File: src/rtl/cc_fstall_issue_if.sv
// cc_fstall_issue_if
//   Bundles the producer-side push handshake, the consumer-side stall and
//   issue signals, and the status outputs of cc_fstall_issue.
//   master : the environment (producer / consumer / flush source)
//   slave  : the issue stage itself
//   Signals:
//     except      flush request (env -> stage)
//     fstall      consumer stall (env -> stage)
//     in_valid    producer offers in_data (env -> stage)
//     in_data     producer word (env -> stage)
//     in_ready    stage can accept a word (stage -> env)
//     en          write_data carries a valid word (stage -> env)
//     write_data  issued word, zero when en=0 (stage -> env)
//     count       FIFO occupancy, excluding the output register (stage -> env)
//     stall_long  stall with a valid word has lasted too long (stage -> env)
interface cc_fstall_issue_if #(
    parameter int WIDTH = 32,
    parameter int DEPTH = 4
);
    localparam int CW = $clog2(DEPTH) + 1;

    logic             except;
    logic             fstall;
    logic             in_valid;
    logic [WIDTH-1:0] in_data;
    logic             in_ready;
    logic             en;
    logic [WIDTH-1:0] write_data;
    logic [CW-1:0]    count;
    logic             stall_long;

    modport master (
        output except, fstall, in_valid, in_data,
        input  in_ready, en, write_data, count, stall_long
    );

    modport slave (
        input  except, fstall, in_valid, in_data,
        output in_ready, en, write_data, count, stall_long
    );
endinterface

File: src/rtl/cc_fstall_issue.sv
// cc_fstall_issue
//   Stall-tolerant issue stage. Incoming words are buffered in a DEPTH-entry
//   FIFO and issued one per cycle onto a registered en/write_data pair. While
//   the consumer holds fstall the output register and FIFO head are frozen,
//   but pushes continue. except flushes everything; a saturating counter
//   flags stalls that persist for STALL_MAX cycles with a valid word shown.
//   Ports:
//     clk  clock, all state on the rising edge
//     rst  synchronous active-high reset (overrides except)
//     bus  cc_fstall_issue_if.slave: except, fstall, in_valid, in_data in;
//          in_ready, en, write_data, count, stall_long out
module cc_fstall_issue #(
    parameter int WIDTH     = 32,
    parameter int DEPTH     = 4,
    parameter int STALL_MAX = 15
) (
    input  logic                 clk,
    input  logic                 rst,
    cc_fstall_issue_if.slave     bus
);
    localparam int CW = $clog2(DEPTH) + 1;
    localparam int PW = $clog2(DEPTH);
    localparam int SW = $clog2(STALL_MAX + 1);
    localparam logic [CW-1:0] FULL_COUNT  = CW'(DEPTH);
    localparam logic [SW-1:0] STALL_LIMIT = SW'(STALL_MAX);

    logic [WIDTH-1:0] mem [DEPTH];

    logic [PW-1:0]    wr_ptr_reg, wr_ptr_next;
    logic [PW-1:0]    rd_ptr_reg, rd_ptr_next;
    logic [CW-1:0]    count_reg, count_next;
    logic             en_reg, en_next;
    logic [WIDTH-1:0] wd_reg, wd_next;
    logic [SW-1:0]    stall_cnt_reg, stall_cnt_next;
    logic             stall_long_reg, stall_long_next;

    logic in_ready_int;
    logic push;
    logic pop;

    // in_ready looks only at registered occupancy and except: a pop on the
    // same edge does not open a slot (no full pass-through).
    assign in_ready_int = (count_reg != FULL_COUNT) && !bus.except;
    assign push         = bus.in_valid && in_ready_int;
    assign pop          = !bus.fstall && (count_reg != '0) && !bus.except;

    // Storage carries no reset; stale contents are unreachable once the
    // pointers are cleared.
    always_ff @(posedge clk) begin
        if (push) begin
            mem[wr_ptr_reg] <= bus.in_data;
        end
    end

    always_comb begin
        wr_ptr_next     = wr_ptr_reg;
        rd_ptr_next     = rd_ptr_reg;
        count_next      = count_reg;
        en_next         = en_reg;
        wd_next         = wd_reg;
        stall_cnt_next  = '0;
        stall_long_next = 1'b0;

        if (bus.except) begin
            // Flush wins over fstall and any concurrent push.
            wr_ptr_next = '0;
            rd_ptr_next = '0;
            count_next  = '0;
            en_next     = 1'b0;
            wd_next     = '0;
        end else begin
            if (push) begin
                wr_ptr_next = wr_ptr_reg + 1'b1;
            end

            // Output register only moves when the consumer is not stalling.
            if (!bus.fstall) begin
                if (pop) begin
                    wd_next     = mem[rd_ptr_reg];
                    en_next     = 1'b1;
                    rd_ptr_next = rd_ptr_reg + 1'b1;
                end else begin
                    wd_next = '0;
                    en_next = 1'b0;
                end
            end

            case ({push, pop})
                2'b10:   count_next = count_reg + 1'b1;
                2'b01:   count_next = count_reg - 1'b1;
                default: count_next = count_reg;
            endcase

            // Count consecutive edges stalled with a valid word, saturating.
            if (bus.fstall && en_reg) begin
                if (stall_cnt_reg != STALL_LIMIT) begin
                    stall_cnt_next = stall_cnt_reg + 1'b1;
                end else begin
                    stall_cnt_next = stall_cnt_reg;
                end
                stall_long_next = (stall_cnt_next == STALL_LIMIT);
            end
        end
    end

    always_ff @(posedge clk) begin
        if (rst) begin
            wr_ptr_reg     <= '0;
            rd_ptr_reg     <= '0;
            count_reg      <= '0;
            en_reg         <= 1'b0;
            wd_reg         <= '0;
            stall_cnt_reg  <= '0;
            stall_long_reg <= 1'b0;
        end else begin
            wr_ptr_reg     <= wr_ptr_next;
            rd_ptr_reg     <= rd_ptr_next;
            count_reg      <= count_next;
            en_reg         <= en_next;
            wd_reg         <= wd_next;
            stall_cnt_reg  <= stall_cnt_next;
            stall_long_reg <= stall_long_next;
        end
    end

    assign bus.in_ready   = in_ready_int;
    assign bus.en         = en_reg;
    assign bus.write_data = wd_reg;
    assign bus.count      = count_reg;
    assign bus.stall_long = stall_long_reg;
endmodule
File: src/flat_wrapper.sv
// flat-port wrapper written by rule: the top's interface ports become plain ports
module cc_fstall_issue_flat 
#(
    parameter int WIDTH     = 32,
    parameter int DEPTH     = 4,
    parameter int STALL_MAX = 15
)
  (clk, rst, bus_except, bus_fstall, bus_in_valid, bus_in_data, bus_in_ready, bus_en, bus_write_data, bus_count, bus_stall_long);
  cc_fstall_issue_if #(.WIDTH(WIDTH), .DEPTH(DEPTH)) bus_i ();
  input  logic clk;
  input  logic rst;
  input wire logic [$bits(bus_i.except)-1:0] bus_except;
  input wire logic [$bits(bus_i.fstall)-1:0] bus_fstall;
  input wire logic [$bits(bus_i.in_valid)-1:0] bus_in_valid;
  input wire logic [$bits(bus_i.in_data)-1:0] bus_in_data;
  output wire logic [$bits(bus_i.in_ready)-1:0] bus_in_ready;
  output wire logic [$bits(bus_i.en)-1:0] bus_en;
  output wire logic [$bits(bus_i.write_data)-1:0] bus_write_data;
  output wire logic [$bits(bus_i.count)-1:0] bus_count;
  output wire logic [$bits(bus_i.stall_long)-1:0] bus_stall_long;
  assign bus_i.except = bus_except;
  assign bus_i.fstall = bus_fstall;
  assign bus_i.in_valid = bus_in_valid;
  assign bus_i.in_data = bus_in_data;
  assign bus_in_ready = bus_i.in_ready;
  assign bus_en = bus_i.en;
  assign bus_write_data = bus_i.write_data;
  assign bus_count = bus_i.count;
  assign bus_stall_long = bus_i.stall_long;
  cc_fstall_issue #(.WIDTH(WIDTH), .DEPTH(DEPTH), .STALL_MAX(STALL_MAX)) u_core (.clk(clk), .rst(rst), .bus(bus_i));
endmodule
File: config.mk
export PLATFORM = sky130hd
export DESIGN_NAME = cc_fstall_issue_flat
export DESIGN_NICKNAME = d
export VERILOG_FILES = /design/src/rtl/cc_fstall_issue_if.sv /design/src/rtl/cc_fstall_issue.sv /design/src/flat_wrapper.sv
export SDC_FILE = /design/constraint.sdc
export NUM_CORES = 1
export LEC_CHECK = 0
export CORE_ASPECT_RATIO = 1.4
export CORE_UTILIZATION = 55
export DETAILED_ROUTE_END_ITERATION = 10
export GPL_TIMING_DRIVEN = 0
export PLACE_DENSITY = 0.86
export SYNTH_ARGS = -nofsm -noshare
export SYNTH_HDL_FRONTEND = slang
export SYNTH_SLANG_ARGS = --single-unit
File: constraint.sdc
create_clock -name clk -period 5.9 [get_ports clk]
set_clock_uncertainty 0.2 [all_clocks]
set_input_delay 0.885 -clock clk [delete_from_list [all_inputs] [get_ports clk]]
set_output_delay 0.885 -clock clk [all_outputs]
set_load 0.05 [all_outputs]
# Word-level counts from Yosys, hierarchy flattened
# Memory sizes are Yosys's and may differ from the RTL's. A register that Yosys moved wholly into a read port is not among the register bits.
# Index checks and enable logic that the tools add are counted.
# word_totals
ram_bits	128
out_inout_bits	38
regBits	45
inputBits	37
mem_count	1
wordCells	42
# classes
n_eq_ne	5
n_reduce_logical	12
add_sub_neg	5
muxes	10
n_bitwise	2
# mem_list
name	depth	word_bits	read_ports	rd_clocked_by_memory_dff	write_ports	line_no	text
u_core.mem	4	32	1	1	1	cc_fstall_issue.sv:27	logic [WIDTH-1:0] mem [DEPTH];
# op_table
cell	count
32-bit 2-to-1 mux	1
4-bit 2-to-1 mux	3
3-bit one-hot mux with 2 select lines	1
1-bit logical AND	5
2-bit by 1-bit adder with 2-bit output, second input constant	2
4-bit by 1-bit adder with 4-bit output, second input constant	1
4-bit equality test, second input constant	1
2-bit 2-to-1 mux	2
4-bit != test, second input constant	1
3-bit by 1-bit adder with 3-bit output, second input constant	1
1-bit 2-to-1 mux	3
3-bit != test, second input constant	1
3-bit nonzero test	1
3-bit OR reduction	1
3-bit by 1-bit subtractor with 3-bit output, second input constant	1
2-bit by 1-bit equality test with 1-bit output, second input constant	1
2-bit equality test, second input constant	1
1-bit logical NOT	2
1-bit inverter	2
2-bit AND reduction	1
2-bit nonzero test	1
2-bit OR reduction	1

# Logic depth before layout (Yosys ltp)
# logic_depth
word_depth	6
depth_mapped	10
mapped_depth_nobuf	9

# Worst setup path before layout
# Ideal clock, no wire load.
# synth_timing
path_type	flip-flop to output port
from	register u_core.count_reg[0] (netlist: u_core.bus.count[0])
to	output port bus_in_ready
path_stages_with_launch	4
t_arrival_ps	1804
required_ps	4815
path_slack_ps	3011
n_path_buf	1
cell_sequence	dfxtp_1 or3b_1 clkbuf_1 nor2b_1
# synth_via
elab_chain_cells	2
# synth_rtl
element	line_no	text
start: declaration	cc_fstall_issue.sv:31	logic [CW-1:0] count_reg, count_next;
start signal: assignment	cc_fstall_issue.sv:118	count_reg <= count_next;
3-bit != test	cc_fstall_issue.sv:43	assign in_ready_int = (count_reg != FULL_COUNT) && !bus.except;
1-bit logical AND	cc_fstall_issue.sv:43	
end: declaration	flat_wrapper.sv:16	output wire logic [$bits(bus_i.in_ready)-1:0] bus_in_ready;
# No other way between the ends.

# Worst setup path in the final report
# layout_timing
from	input port bus_except
to	output port bus_in_ready
# layout_via
elab_chain_cells	2
# layout_rtl
element	line_no	text
start: declaration	flat_wrapper.sv:12	input wire logic [$bits(bus_i.except)-1:0] bus_except;
1-bit logical NOT	cc_fstall_issue.sv:43	
1-bit logical AND	cc_fstall_issue.sv:43	
# No other way between the ends.

==> flow_metrics.py <==
metrics = {
    "die": {
        "fp-row-count": 46,
        "dieArea_um2": 12110,
        "start_util_pct": 56.59,
        "fp.dieH_um": 129.8,
        "coreArea_um2": 11340,
        "die_w_um": 93.29,
        "io_pins": 75,
    },
    "sta": {
        "hold_ws_ns": 0.2814,
        "post-route-period-util_pct": 57.47,
        "max_freq_mhz": 294.9,
        "drv_slew": 0,
        "fin_ws_ns": 2.509,
        "grt_setup_unrepaired": "false",
        "worstMarginPinSlew_ns": 0.9152,
        "hold_violations": 0,
        "setup_viol": 0,
        "fin_setup_tns_ns": 0,
        "timing.final.crit_period_ns": 3.391,
        "relSlewSlack_pct": 38.98,
    },
    "power": {
        "power.leakage_uw": 0.002594,
        "power.density_nw_per_um2": 314.8,
        "ir_worst_vdd_v": 0.0002285,
    },
    "global_routing": {
        "grt_use_total_pct": 20.18,
        "grt_max_degree": 33,
        "antenna_found_initial": 0,
        "overflow": 0,
        "grt_pass1_vias": 3367,
        "grt_pass1_wl_mm": 17.39,
    },
    "logic_synthesis": {
        "syn-cell-area_um2": 6416,
        "ys_top_cells_by_count": "edfxtp_1 (128), dfxtp_1 (47), a22o_1 (32), mux4_2 (32), inv_1 (8)",
        "synth.area.top_cells": "edfxtp_1 (60%), dfxtp_1 (15%), mux4_2 (11%)",
        "yosysMostFrequentCell": "edfxtp_1",
        "ys_ff_latch": 175,
        "synth.avg_cell_area_um2": 19.38,
        "synthCells": 331,
        "synth_top_area_share_pct": 59.91,
        "ys_seq_area_share_pct": 74.57,
        "yosysWarnings": 0,
        "synth_nets": 375,
        "synth_cell_types": 37,
        "yosys.area.top_type": "edfxtp_1",
        "synth-edff-count": 128,
        "async_reset_ff_share_pct": 0,
        "synth_top_flop_cell": "edfxtp_1",
    },
    "detailed_routing": {
        "wl_per_cell_um": 19.44,
        "totalWireLength_mm": 11.30,
        "vias": 3306,
        "drt-initial-drc-count": 167,
        "dr.pass1.iters": 4,
        "vias_per_cell": 5.690,
        "detail-route-antenna-nets": 0,
        "drc_errors": 0,
    },
    "outcome": {
        "outcome": "finished clean",
    },
    "critical_path": {
        "cp-end-kind": "output pin",
        "worstPathMaxFanout": 6,
        "required_ns": 4.82,
        "arrival_ns": 2.31,
        "critPathLaunchType": "input port",
        "crit_type": "input port to output pin",
    },
    "job": {
        "drv_cap": 0,
    },
    "cts": {
        "hold_buffers": 0,
        "cts.sinks": 175,
        "cts_max_level": 4,
        "insertion_delay_ns": 0.42,
        "cts_max_path_buffers": 2,
        "post-cts-setup-buffer-count": 0,
        "clockRootBuffer": "clkbuf_16",
        "clk_pin_slew_ns": 0.06,
        "cts_tree": "done",
        "numCtsBuffers": 17,
        "cts.repair.resized": 0,
    },
    "min_path": {
        "hp-class": "register to register",
    },
    "place": {
        "port_buffers": 74,
        "pre_cts_slack_ns": 2.501,
        "dpl.hpwl_mm": 6.887,
        "gp_congestion": 0.7472,
        "place_inst": 549,
    },
    "cells_and_area": {
        "diodes": 0,
        "nNetsFinal": 468,
        "area_delta_synth_final_pct": 23.30,
        "largest_reg_flops": 128,
        "final_util_pct": 69.77,
        "stdcell_count": 581,
        "drive_above_1_share_pct": 19.22,
    },
}
[layer usage]
layer	wire length (µm)	track usage [%]	up-vias
met3	365	5.012	14
met5	0	0	-
met1	4501	23.63	1700
met4	149	6.697	0
met2	6279	36.38	72
li1	-	-	1520
[worst paths after layout]
| kind | start | end | slack (ns) | depth (start not counted) |
|---|---|---|---|---|
| setup / recovery | bus_except | bus_in_ready | 2.51 | 3 |
| setup reg to reg | u_core.bus.count[2]$_SDFFE_PP0P_ | u_core.bus.count[2]$_SDFFE_PP0P_ | 3.16 | 10 |
| hold reg to reg | u_core.bus.write_data[19]$_SDFFE_PP0N_ | u_core.bus.write_data[19]$_SDFFE_PP0N_ | 0.28 | 1 |
| hold / removal | u_core.bus.write_data[19]$_SDFFE_PP0N_ | u_core.bus.write_data[19]$_SDFFE_PP0N_ | 0.28 | 1 |
[area by class of cell]
class | count | area (µm²)
Buffer | 19 | 131.4
Clock buffer | 17 | 425.4
Clock inverter | 15 | 143.9
Fill cell | 698 | 3427
Inverter | 8 | 30.03
Multi-Input combinational cell | 129 | 1475
Sequential cell | 175 | 4785
Tap cell | 144 | 180.2
Timing Repair Buffer | 74 | 740.7
[logic make-up after synthesis]
logic type / synth area share, %
multiplexers: 11.23
AND/OR/NAND/NOR: 3.764
XOR/XNOR: 0.4096
adder cells (fa/ha/maj): 1.482
buffers and inverters: 2.516
AO/OA/AOI/OAI: 6.026
flip-flops: 74.57
[worst max-delay path, stage by stage]
cell and delay, ns:
clkdlybuf4s50_1 0.48, nor2b_1 0.13, clkdlybuf4s50_1 0.80
[through the flow]
| step | total power, µW | area (µm²) |
|---|---|---|
| floorplan | 1407 | 6416 |
| global placement | 1451 | 7337 |
| detailed placement | 1455 | 7342 |
| CTS | 2504 | 7911 |
| global route | 2562 | 7911 |
| finish | 2490 | 7911 |
[power by group]
part / switching, µW / leakage, µW / internal, µW / total, µW
registers: 4.74 / 0.00154 / 1330 / 1340
clock network: 500 / 0.000282 / 562 / 1060
logic: 44.9 / 0.000770 / 43.8 / 88.7
[cell usage in the layout (no fill, tap or decap), types with 3 or more instances in the layout]
cell             synthesis  final
edfxtp_1               128    128
clkdlybuf4s50_1          0     74
dfxtp_1                 47     47
mux4_2                  32     32
a22o_1                  32     32
clkbuf_16                0     17
inv_1                    8      8
buf_6                    7      7
nor2_1                   7      7
a21oi_1                  7      7
clkbuf_1                 6      6
buf_2                    6      6
nand4_1                  6      6
ha_1                     6      6
inv_6                    0      6
and3_2                   0      4
inv_8                    0      4
or3b_1                   3      3
nor2b_1                  3      3
o21ai_0                  3      3
clkinv_4                 0      3
No activity file was read; power rests on OpenSTA's default activity.
